`config.mk`:
```
export PLATFORM = sky130hd
export DESIGN_NAME = popcount21_pattern_gen
export DESIGN_NICKNAME = d
export VERILOG_FILES = /design/src/rtl/popcount21_pkg.sv /design/src/rtl/popcount21_gosper_next.sv /design/src/rtl/popcount21_pattern_gen.sv
export SDC_FILE = /design/constraint.sdc
export NUM_CORES = 1
export LEC_CHECK = 0
export BUFFER_PORTS_ARGS = -buffer_cell sky130_fd_sc_hd__buf_2
export CAP_MARGIN = 20
export CORE_ASPECT_RATIO = 1.4
export CORE_MARGIN = 10
export CORE_UTILIZATION = 54
export DETAILED_ROUTE_END_ITERATION = 16
export PLACE_DENSITY = 0.84
export SETUP_SLACK_MARGIN = 0.3
export SLEW_MARGIN = 10
export SYNTH_ARGS = -nofsm -noshare
export SYNTH_HDL_FRONTEND = slang
export SYNTH_SLANG_ARGS = --single-unit
export TNS_END_PERCENT = 20
```
`constraint.sdc`:
```
create_clock -name clk -period 5 [get_ports clk]
set_clock_uncertainty 0.15 [all_clocks]
set_input_delay 0.25 -clock clk [delete_from_list [all_inputs] [get_ports clk]]
set_output_delay 0.25 -clock clk [all_outputs]
set_load 0.05 [all_outputs]
```
`src/rtl/popcount21_pkg.sv`:
```
// Shared constants, FSM state type and mask helpers for the popcount-21 pattern generator.
package popcount21_pkg;

  localparam int N_IN  = 21;
  localparam int CNT_W = 5;
  localparam int IDX_W = 19;

  typedef enum logic [0:0] {
    ST_IDLE = 1'b0,
    ST_RUN  = 1'b1
  } state_e;

  // Smallest N_IN-bit word with popcount k: (1<<k)-1, valid for k in 0..N_IN.
  function automatic logic [N_IN-1:0] low_mask(input logic [CNT_W-1:0] k);
    logic [N_IN:0] m;
    m = ({{N_IN{1'b0}}, 1'b1} << k) - {{N_IN{1'b0}}, 1'b1};
    return m[N_IN-1:0];
  endfunction

  // Largest N_IN-bit word with popcount k: the k ones packed into the top bits.
  function automatic logic [N_IN-1:0] top_mask(input logic [CNT_W-1:0] k);
    logic [CNT_W-1:0] sh;
    sh = CNT_W'(N_IN) - k;
    return low_mask(k) << sh;
  endfunction

endpackage

```
`src/rtl/popcount21_gosper_next.sv`:
```
// Combinational Gosper successor: next larger word with the same popcount as x.
module popcount21_gosper_next
  import popcount21_pkg::*;
(
  input  logic [N_IN-1:0] x,
  output logic [N_IN-1:0] nx
);

  logic [N_IN-1:0]  c_s;
  logic [N_IN:0]    r_s;
  logic [N_IN:0]    diff_s;
  logic [N_IN:0]    tail_s;
  logic [CNT_W-1:0] ctz_s;

  // Isolate the lowest set bit and ripple it into the lowest block of ones.
  always_comb begin
    c_s = x & (~x + {{(N_IN-1){1'b0}}, 1'b1});
    r_s = {1'b0, x} + {1'b0, c_s};
  end

  // c_s is one-hot (or zero), so OR-ing the indices of its set bits gives ctz.
  always_comb begin
    ctz_s = {CNT_W{1'b0}};
    for (int i = 0; i < N_IN; i++) begin
      ctz_s = ctz_s | (c_s[i] ? CNT_W'(i) : {CNT_W{1'b0}});
    end
  end

  // Refill the displaced ones at the bottom of the word.
  always_comb begin
    diff_s = ({1'b0, x} ^ r_s) >> 2;
    tail_s = diff_s >> ctz_s;
    nx     = r_s[N_IN-1:0] | tail_s[N_IN-1:0];
  end

endmodule

```
`src/rtl/popcount21_pattern_gen.sv`:
```
// Streams every 21-bit word with popcount k in ascending order over valid/ready.
module popcount21_pattern_gen
  import popcount21_pkg::*;
(
  input  logic             clk,
  input  logic             rst_n,
  input  logic             cmd_valid,
  output logic             cmd_ready,
  input  logic [CNT_W-1:0] cmd_count,
  input  logic             abort,
  output logic             out_valid,
  input  logic             out_ready,
  output logic [N_IN-1:0]  out_word,
  output logic [IDX_W-1:0] out_index,
  output logic             out_last,
  output logic             err
);

  state_e           state_q, state_d;
  logic [N_IN-1:0]  word_q, word_d;
  logic [IDX_W-1:0] index_q, index_d;
  logic [CNT_W-1:0] k_q, k_d;
  logic             err_q, err_d;
  logic [N_IN-1:0]  next_word_s;
  logic             last_s;

  popcount21_gosper_next u_next (
    .x  (word_q),
    .nx (next_word_s)
  );

  // Last detect is qualified by RUN so it stays low while idle.
  always_comb begin
    last_s = (state_q == ST_RUN) && (word_q == top_mask(k_q));
  end

  // Next-state logic: command acceptance, stream advance, abort.
  always_comb begin
    state_d = state_q;
    word_d  = word_q;
    index_d = index_q;
    k_d     = k_q;
    err_d   = 1'b0;
    case (state_q)
      ST_IDLE: begin
        if (abort) begin
          state_d = ST_IDLE;
        end else if (cmd_valid) begin
          if (cmd_count <= CNT_W'(N_IN)) begin
            k_d     = cmd_count;
            word_d  = low_mask(cmd_count);
            index_d = {IDX_W{1'b0}};
            state_d = ST_RUN;
          end else begin
            err_d = 1'b1;
          end
        end else begin
          state_d = ST_IDLE;
        end
      end
      ST_RUN: begin
        if (abort) begin
          state_d = ST_IDLE;
        end else if (out_ready) begin
          if (last_s) begin
            state_d = ST_IDLE;
          end else begin
            word_d  = next_word_s;
            index_d = index_q + {{(IDX_W-1){1'b0}}, 1'b1};
          end
        end else begin
          state_d = ST_RUN;
        end
      end
      default: begin
        state_d = ST_IDLE;
      end
    endcase
  end

  // State and datapath registers with synchronous active-low reset.
  always_ff @(posedge clk) begin
    if (!rst_n) begin
      state_q <= ST_IDLE;
      word_q  <= {N_IN{1'b0}};
      index_q <= {IDX_W{1'b0}};
      k_q     <= {CNT_W{1'b0}};
      err_q   <= 1'b0;
    end else begin
      state_q <= state_d;
      word_q  <= word_d;
      index_q <= index_d;
      k_q     <= k_d;
      err_q   <= err_d;
    end
  end

  assign out_valid = (state_q == ST_RUN);
  assign cmd_ready = (state_q == ST_IDLE);
  assign out_word  = word_q;
  assign out_index = index_q;
  assign out_last  = last_s;
  assign err       = err_q;

endmodule

```
==> results.tsv <==
metric	value	unit
clock buffer depth	2	
vias in the first global route	7456	
CP max stage cell	or4_4	
Vias	8357	
CP Buf/Inv Count	1	
Max transition margin	0.4147	
Synth Flop Type	dfxtp_1	
cells after synthesis	988	
initial antenna violation count	0	
syn nets	1002	
hold depth	3	
Avg Vias per Cell	7.242	
hold_sp	cmd_valid	
Clock Sinks	47	
Worst Hold End	err$_SDFF_PP0_	
RR Endpoint	out_word[13]$_SDFFE_PN0P_	
Worst-Skew Late Latency	0.28	ns
Peak supply drop	177.1	uV
Synth Warn #	0	
Critical Path Max Stage Delay	0.43	ns
Final min period	4.598	ns
Synth async-reset ratio	0	
Die H	149.6	um
DRT iter0 DRCs	1244	
Least-Margin Pin Slew	0.8739	ns
Max Slew Vio Count	0	
IO buf count	53	
pin count of the biggest net entering global routing	34	
Root Driver	clkbuf_16	
setup slack, reg-to-reg	0.47	ns
crit-path leading delay family	simple AND/OR/NAND/NOR gates	
Reg clk slew, reported paths	0.06	ns
Placement Rows	47	
worst-path fanout max	11	
r2r startpoint	k_q[1]$_SDFFE_PN0P_	
DRT Wirelength	25590	um
register bit total from synthesis	47	
length of the first detailed-routing pass in iterations	7	
# DRC	0	
number of nets in the layout	1021	
worst-path cell chain	nor3_1, nand2_1, ha_1, or4_4, o221a_4, mux2_2, nor4_1, a311oi_1, a2111oi_1, and4_4, and3_1, buf_2	
first-pass GRT wire length	39400	um
post-synth top area cell	dfxtp_1	
share of cells above drive strength 1	0.1420	
status	finished clean	
GRT Total Usage	0.2790	
global route overflow	0	
pwr dens	293.7	nW/um^2
Total Die Area	16830	sq um
CP Launch Type	flop	
Lkg Pwr	2.669	nW
Crit Path Category	flop to output port	
final hold vios	0	
max frequency	217.5	MHz
Routed Antenna Nets	0	
WP data required	4.60	ns
total CTS buffers	5	
top cell type's share of synthesized area	0.1453	
I/O Pins	54	
crit share post-route	0.9195	
mean post-synth cell area	6.552	sq um
Post-synth EDFFs	0	
routed length per placed instance	22.17	um
Finished Cell Area	7102	sq um
Yosys cell types	82	
RSZ-0062 raised after global routing	no	
Final GP Congestion	1.075	
ranking of synthesized cells by area	dfxtp_1 15%, nand2_1 6.5%, nor2_1 6.2%	
hpwl dp	18790	um
Max Cap Viol	0	
sequential fraction of the synthesis area	0.1453	
area delta synth->final	9.702	%
CTS tree	built	
setup tns final	0	ns
hold crit path type	input pin to flop	
die width	112.5	um
core area	11760	sq um
Min Hold Slack	0.1274	ns
CP Capture Type	output port	
initial core utilization	0.5504	
reg2reg path depth	15	
dpl cell area	6885	sq um
Inserted Diodes	0	
post-synthesis cell area	6474	sq um
Worst EP arrival	4.20	ns
setup violators final	0	
H-Tree Depth	2	
==> what timing repair did <==
action,in CTS,in global routing
buffers inserted,0,1
gates cloned,0,1
gates resized for setup,1,7
hold endpoints to repair,0,0
pin swaps,0,1
hold buffers,0,0
endpoints found under the setup margin,7,31
==> report_power, final <==
group          internal (mW)  switching (mW)
combinational          0.426           0.845
sequential             0.392          0.0555
clock                  0.233           0.135
total                   1.05            1.04
==> cell usage in the layout, fill, tap and decap left out, types with 20 or more instances in the layout <==
cell type / count
o211ai_1: 20
buf_4: 44
nand2_1: 112
nor2_1: 106
o21ai_0: 76
inv_1: 26
a21oi_1: 70
buf_2: 53
nand3_1: 33
dfxtp_1: 46
nor3_1: 35
xnor2_1: 20
==> routing by layer <==
| layer | part of all wire | wire, um | up-vias | global-route usage |
|---|---|---|---|---|
| met5 | 0 | 0 | - | 0 |
| met4 | 0.055 | 1397 | 0 | 0.1425 |
| met3 | 0.11 | 2831 | 132 | 0.03726 |
| met2 | 0.45 | 11580 | 640 | 0.4509 |
| met1 | 0.38 | 9775 | 3806 | 0.3537 |
| li1 | - | - | 3779 | - |
==> worst max-delay path by stage <==
stage	start	slack [ns]	cells past startpoint	end
after CTS	k_q[1]$_SDFFE_PN0P_	0.32	13	out_last
final	k_q[1]$_SDFFE_PN0P_	0.40	12	out_last
after detailed placement	k_q[1]$_SDFFE_PN0P_	0.32	13	out_word[10]$_SDFFE_PN0P_
after global placement	k_q[1]$_SDFFE_PN0P_	0.45	13	out_word[10]$_SDFFE_PN0P_
after floorplan	k_q[1]$_SDFFE_PN0P_	0.63	15	out_last
after global routing	k_q[4]$_SDFFE_PN0P_	0.32	15	out_word[4]$_SDFFE_PN0P_
==> state kept, by name (all words and copies together), names as in the netlist <==
signal,cells
err,1
k_q,5
out_valid,1
out_word,21
out_index,19
==> cell families (layout without fill, tap and decap cells) <==
logic type | Yosys count | in the layout | synth area share
buffers and inverters | 113 | 131 | 0.07306
DFF | 47 | 47 | 0.1453
muxes | 23 | 23 | 0.03672
xor gates and xnor gates | 25 | 25 | 0.03498
adders and majority gates | 4 | 4 | 0.007731
and+or+nand+nor | 413 | 413 | 0.3156
AOI/OAI and AO/OA | 363 | 364 | 0.3865
==> cell type report <==
| type | count | area [sq um] |
|---|---|---|
| multi-input cells | 829 | 5120 |
| fillers | 1150 | 4659 |
| flip-flops and latches | 47 | 942.2 |
| repair buffers | 97 | 595.6 |
| well taps | 147 | 183.9 |
| clock buffers | 6 | 128.9 |
| inverters | 27 | 101.3 |
| clock inverters | 1 | 30.03 |
==> through the flow <==
step                      worst slack [ns]  std cells  power, mW    util
after floorplan                     0.6348        988      1.314       -
after global placement              0.4480       1145      1.647  0.5854
after global routing                0.3172       1154      2.182  0.6038
after CTS                           0.3228       1152      2.019  0.5996
final                               0.4024       1154      2.086  0.6038
after detailed placement            0.3237       1145      1.649  0.5854
==> synthesized netlist by cell type (all sizes together) (8+ instances only) <==
library cell and number:
nand2 112, nor2 107, o21ai 79, a21oi 71, clkbuf 59, dfxtp 47, nor3 36, nand3 33
buf 27, inv 26, xnor2 21, o211ai 20, a211oi 17, mux2i 17, o31ai 17, nor2b 15
nor4 14, o22ai 14, a31oi 13, or3 13, and3 12, or4 12, a2111oi 11, and2 11
nand4 11, or2 11, o21a 10, a32o 8, nand2b 8
==> worst register-to-register path, stage by stage, from the launching register on <==
cell	delay (ns)
dfxtp_1	0.40
nor3_1	0.39
nand2_1	0.12
ha_1	0.29
buf_4	0.20
nor3_1	0.28
o31ai_1	0.12
a211o_1	0.28
a211oi_1	0.25
o22ai_1	0.15
or4b_4	0.61
nor4_4	0.32
buf_4	0.23
a21o_4	0.22
nor2_1	0.13
a32o_1	0.29
(Power assumes the default switching activity.)
